$ cat src/rtl/huff_pkg.sv
// Shared constants, types and helpers for the Huffman receive path.
package huff_pkg;
  localparam int MAX_CHAR_COUNT = 3;
  localparam int CODE_W         = 3;
  localparam int CNT_W          = 16;
  localparam int LEN_W          = $clog2(CODE_W + 1);
  localparam int IDX_W          = (MAX_CHAR_COUNT > 1) ? $clog2(MAX_CHAR_COUNT) : 1;

  typedef enum logic [1:0] {EMPTY, RUN, EMIT, ERR} dec_state_t;

  typedef struct packed {
    logic [7:0]        chr;
    logic [CODE_W-1:0] code;
    logic [CODE_W-1:0] mask;
  } code_entry_t;

  // Code length is carried implicitly as the number of ones in the mask.
  function automatic logic [LEN_W-1:0] popcnt(input logic [CODE_W-1:0] m);
    popcnt = '0;
    for (int i = 0; i < CODE_W; i++) popcnt = popcnt + LEN_W'(m[i]);
  endfunction
endpackage

$ cat src/rtl/huff_code_match.sv
// Combinational table lookup: finds the entry whose codeword equals the bits seen so far.
module huff_code_match
  import huff_pkg::*;
(
  input  logic [CODE_W-1:0]                  acc_n,
  input  logic [LEN_W-1:0]                   len_n,
  input  code_entry_t [MAX_CHAR_COUNT-1:0]   tbl,
  output logic                               hit,
  output logic [IDX_W-1:0]                   hit_idx
);
  logic [MAX_CHAR_COUNT-1:0] ent_hit;

  for (genvar g = 0; g < MAX_CHAR_COUNT; g++) begin : g_ent
    assign ent_hit[g] = (tbl[g].mask != '0) &&
                        (len_n == popcnt(tbl[g].mask)) &&
                        (acc_n == (tbl[g].code & tbl[g].mask));
  end

  // Scan downwards so the lowest matching index ends up in hit_idx.
  always_comb begin
    hit     = |ent_hit;
    hit_idx = '0;
    for (int i = MAX_CHAR_COUNT - 1; i >= 0; i--)
      if (ent_hit[i]) hit_idx = IDX_W'(i);
  end
endmodule

$ cat src/rtl/huff_decoder.sv
// Serial MSB-first Huffman decoder: loads a code table, shifts in bits one per handshake,
// emits one character per matched codeword and flags illegal codewords stickily.
module huff_decoder
  import huff_pkg::*;
#(
  parameter int SYM_CNT_W = CNT_W
) (
  input  logic                                   clk,
  input  logic                                   reset,
  input  logic                                   tbl_load,
  input  logic [MAX_CHAR_COUNT-1:0][7:0]         tbl_char,
  input  logic [MAX_CHAR_COUNT-1:0][CODE_W-1:0]  tbl_code,
  input  logic [MAX_CHAR_COUNT-1:0][CODE_W-1:0]  tbl_mask,
  input  logic                                   bit_valid,
  input  logic                                   bit_in,
  output logic                                   bit_ready,
  output logic                                   sym_valid,
  output logic [7:0]                             sym_char,
  input  logic                                   sym_ready,
  output logic                                   err,
  output logic [SYM_CNT_W-1:0]                   sym_count
);
  dec_state_t                       state_q, state_d;
  logic [CODE_W-1:0]                acc_q, acc_d, acc_n;
  logic [LEN_W-1:0]                 len_q, len_d, len_n;
  code_entry_t [MAX_CHAR_COUNT-1:0] tbl_q, tbl_d;
  logic [7:0]                       char_q, char_d;
  logic [SYM_CNT_W-1:0]             cnt_q, cnt_d;
  logic                             hit;
  logic [IDX_W-1:0]                 hit_idx;

  assign acc_n = {acc_q[CODE_W-2:0], bit_in};
  assign len_n = len_q + 1'b1;

  huff_code_match u_match (
    .acc_n   (acc_n),
    .len_n   (len_n),
    .tbl     (tbl_q),
    .hit     (hit),
    .hit_idx (hit_idx)
  );

  always_comb begin
    state_d = state_q;
    acc_d   = acc_q;
    len_d   = len_q;
    tbl_d   = tbl_q;
    char_d  = char_q;
    cnt_d   = cnt_q;
    if (tbl_load) begin
      // A load always wins and drops any partial codeword or pending symbol.
      for (int i = 0; i < MAX_CHAR_COUNT; i++) begin
        tbl_d[i].chr  = tbl_char[i];
        tbl_d[i].code = tbl_code[i];
        tbl_d[i].mask = tbl_mask[i];
      end
      acc_d   = '0;
      len_d   = '0;
      cnt_d   = '0;
      state_d = RUN;
    end else begin
      unique case (state_q)
        RUN: if (bit_valid) begin
          if (hit) begin
            char_d  = tbl_q[hit_idx].chr;
            acc_d   = '0;
            len_d   = '0;
            state_d = EMIT;
          end else if (len_n == LEN_W'(CODE_W)) begin
            acc_d   = '0;
            len_d   = '0;
            state_d = ERR;
          end else begin
            acc_d = acc_n;
            len_d = len_n;
          end
        end
        EMIT: if (sym_ready) begin
          cnt_d   = cnt_q + 1'b1;
          state_d = RUN;
        end
        default: ;
      endcase
    end
  end

  always_ff @(posedge clk) begin
    if (reset) begin
      state_q <= EMPTY;
      acc_q   <= '0;
      len_q   <= '0;
      tbl_q   <= '0;
      char_q  <= '0;
      cnt_q   <= '0;
    end else begin
      state_q <= state_d;
      acc_q   <= acc_d;
      len_q   <= len_d;
      tbl_q   <= tbl_d;
      char_q  <= char_d;
      cnt_q   <= cnt_d;
    end
  end

  // Handshake and error flags are pure decodes of the registered state.
  assign bit_ready = (state_q == RUN);
  assign sym_valid = (state_q == EMIT);
  assign err       = (state_q == ERR);
  assign sym_char  = char_q;
  assign sym_count = cnt_q;
endmodule

$ cat config.mk
export PLATFORM = sky130hd
export DESIGN_NAME = huff_decoder
export DESIGN_NICKNAME = d
export VERILOG_FILES = /design/src/rtl/huff_pkg.sv /design/src/rtl/huff_code_match.sv /design/src/rtl/huff_decoder.sv
export SDC_FILE = /design/constraint.sdc
export NUM_CORES = 1
export LEC_CHECK = 0
export ABC_CLOCK_PERIOD_IN_PS = 2260
export CORE_UTILIZATION = 39
export CTS_CLUSTER_SIZE = 24
export DETAILED_ROUTE_END_ITERATION = 7
export PLACE_DENSITY = 0.67
export SYNTH_ARGS = -nofsm -noshare
export SYNTH_HDL_FRONTEND = slang
export SYNTH_SLANG_ARGS = --single-unit
$ cat constraint.sdc
create_clock -name clk -period 2.26 [get_ports clk]
set_input_delay 0.452 -clock clk [delete_from_list [all_inputs] [get_ports clk]]
set_output_delay 0.452 -clock clk [all_outputs]
set_load 0.02 [all_outputs]
==> metrics.txt <==
final instance area 0.00454 sq mm; crit end category flip-flop; Placed Instances approximately 550; width of the chip approximately 94 microns; final hold vios 0; CTS root buf clkbuf_8; power consumption between 2 and 3 mW; Reg clk slew, reported paths approximately 0.08 ns; port bufs between 70 and 80; critical path arrival roughly 2.4 ns; Remaining DRCs 0; CP max stage cell fa_1; Synth area leaders dfxtp_1 43%, mux2i_1 13%, nor2_1 8.7%, nand2_1 4.0%, xnor2_1 3.7%; Syn Area/Cell ~9 sq um; Routed WL per cell about 14 microns; Cells after Synth 370; area delta synth->final 36.9%; Top FF cell, synth dfxtp_1; number of flops mapped to enable cells by yosys 0; IO Pins 75; syn_nets 425; count leader, synth nor2_1; number of global-route vias before repair ~2800; largest net degree at the start of global routing 46; routed wire length approximately 8000 microns; vias 2800; Placer Congestion between 0.8 and 0.9; Yosys top cell area share a little over two fifths; Synth Cell Area between 0.003 and 0.004 sq mm; Buf+Inv Stages, Crit Path 1; TritonCTS clock tree done; Largest stage delay, worst path 0.55 ns; Yosys top cell by area dfxtp_1; Num CTS Buffers 9; DIE AREA about 0.0089 sq mm; DP Area around 0.0043 sq mm; core area slightly above 0.008 sq mm; grt total ovfl 0; Vias/cell 4.92; DR pass1 iterations 4; first-pass GRT wire length 12700 microns; sequential area share after synthesis between 40% and 50%; Max-Cap Viols 0; Post-synth top cells 77 x nor2_1, 72 x dfxtp_1, 43 x mux2i_1; FP Rows 33; Max Fclk 0.464 GHz; CP max FO 16; P_leak ~1.8 nW; period utilisation layout a little over nine tenths; worst hold path type input pin to flip-flop; die height 94.2 microns; Final Non-Filler Cells approximately 570; Final setup viols 0; Sink Count between 70 and 80; antenna viol nets, final 0; Distinct cells, synth 40; Fin Clk Skew 0.00663 ns; number of DRC markers in iteration 0 106; CP Launch Type flip-flop; Crit Path Class flip-flop to flip-flop; fin nets ~510; VDD IR max between 0.4 and 0.5 mV; minimum clock period between 2 and 2.5 ns; CP top delay family compound AO/OA/AOI/OAI gates; worst skew pair latency approximately 0.35 ns; crit path cell chain fa_1 > xor2_1 > o211ai_1 > a211o_1 > buf_12 > and3_1 > o21ai_1 > a41oi_1; status finished clean; Initial Util roughly two fifths; layout cells sized above 1 a little under an eighth; FF+latch count, synth 72; hpwl dp 5690 microns; initial antenna violation count 0; H-Tree Depth 3; CTS Buffer Depth 2; Pins Over Slew Limit 0; ANT cells 0; Synth Warn # 0; headroom to the max-slew limit 69.2%; ys async rst share 0%; worst-margin pin slew approximately 0.46 ns; GRT Total Usage between 10% and 20%; Power Density between 600 and 700 mW/mm^2; unrepaired setup endpoints after global routing yes; Critical Path RT ~2.5 ns
-- report_power, final --
group          internal [mW]  total [mW]  leakage [nW]  switching [mW]
clock network          0.627        1.13         0.103           0.498
logic                  0.215       0.399          1.10           0.184
registers               1.32        1.36         0.590          0.0360
total                   2.16        2.88          1.79           0.718
-- registers in the layout (all words and copies together) (netlist names) --
register	flops
tbl_q	42
len_q	2
sym_count	16
sym_char	8
state_q	2
acc_q	2
-- cell families (layout without fill, tap and decap cells) --
kind of cell | count (synthesis) | count (layout) | share of synthesized area [%]
DFF | 72 | 72 | 43.5
xor gates and xnor gates | 28 | 28 | 7.40
AOI/OAI and AO/OA | 32 | 32 | 7.70
adders and majority gates | 7 | 7 | 3.32
and+or+nand+nor | 157 | 157 | 21.0
buffers and inverters | 31 | 125 | 4.15
muxes | 43 | 43 | 13.0
-- final cells by class --
| cell class | instances | area [sq um] |
|---|---|---|
| clock inverter | 6 | 92.6 |
| tap | 105 | 131 |
| clock buffer | 10 | 128 |
| inverter | 10 | 37.5 |
| timing repair buffer | 99 | 945 |
| multi-input combinational | 267 | 1760 |
| sequential | 72 | 1450 |
| fill | 764 | 3680 |
-- cells in the final DEF (no fill, tap or decap), types with 4 or more instances in the layout --
| cell | count |
|---|---|
| nor2_1 | 77 |
| clkdlybuf4s50_1 | 72 |
| dfxtp_1 | 68 |
| mux2i_1 | 43 |
| nand2_1 | 35 |
| buf_4 | 21 |
| nand3_1 | 17 |
| xnor2_1 | 14 |
| xor2_1 | 14 |
| inv_1 | 10 |
| and3_1 | 10 |
| clkbuf_8 | 9 |
| o21ai_1 | 8 |
| a41oi_1 | 7 |
| a21oi_1 | 4 |
| dfxtp_2 | 4 |
-- worst paths after layout --
kind,slack [ns],start,endpoint,depth (start not counted)
hold reg to reg,0.49,len_q[1],len_q[1],2
setup / recovery,0.11,tbl_q[14],sym_char[2],8
setup reg to reg,0.11,tbl_q[14],sym_char[2],8
hold / removal,0.42,reset,tbl_q[0],2
-- through the flow --
step	utilization (%)	setup slack [ns]	TNS [ns]	hold WS, ns
3_3_place_gp	52.0	-0.0292	-0.185	0.465
3_5_place_dp	52.0	-0.0880	-0.598	0.477
2_1_floorplan	-	0.112	0	0.449
6_report	55.2	0.105	0	0.423
4_1_cts	54.7	0.0108	0	0.402
5_1_grt	55.2	-0.0328	-0.0678	0.421
-- timing repair --
item | 4_1_cts | 5_1_grt
setup endpoints to repair | 0 | 9
hold buffers | 0 | 0
buffers inserted | 0 | 1
gates resized for setup | 0 | 9
-- per-layer routing --
metal | GRT usage, % | vias to the layer above | routed length [microns]
met3 | 5.83 | 9 | 394
met1 | 22.8 | 1313 | 3560
met4 | 6.03 | 0 | 93
met2 | 30.5 | 61 | 3750
met5 | 0 | - | 0
li1 | - | 1417 | -
Note: power is estimated with default switching activity, not from simulation.
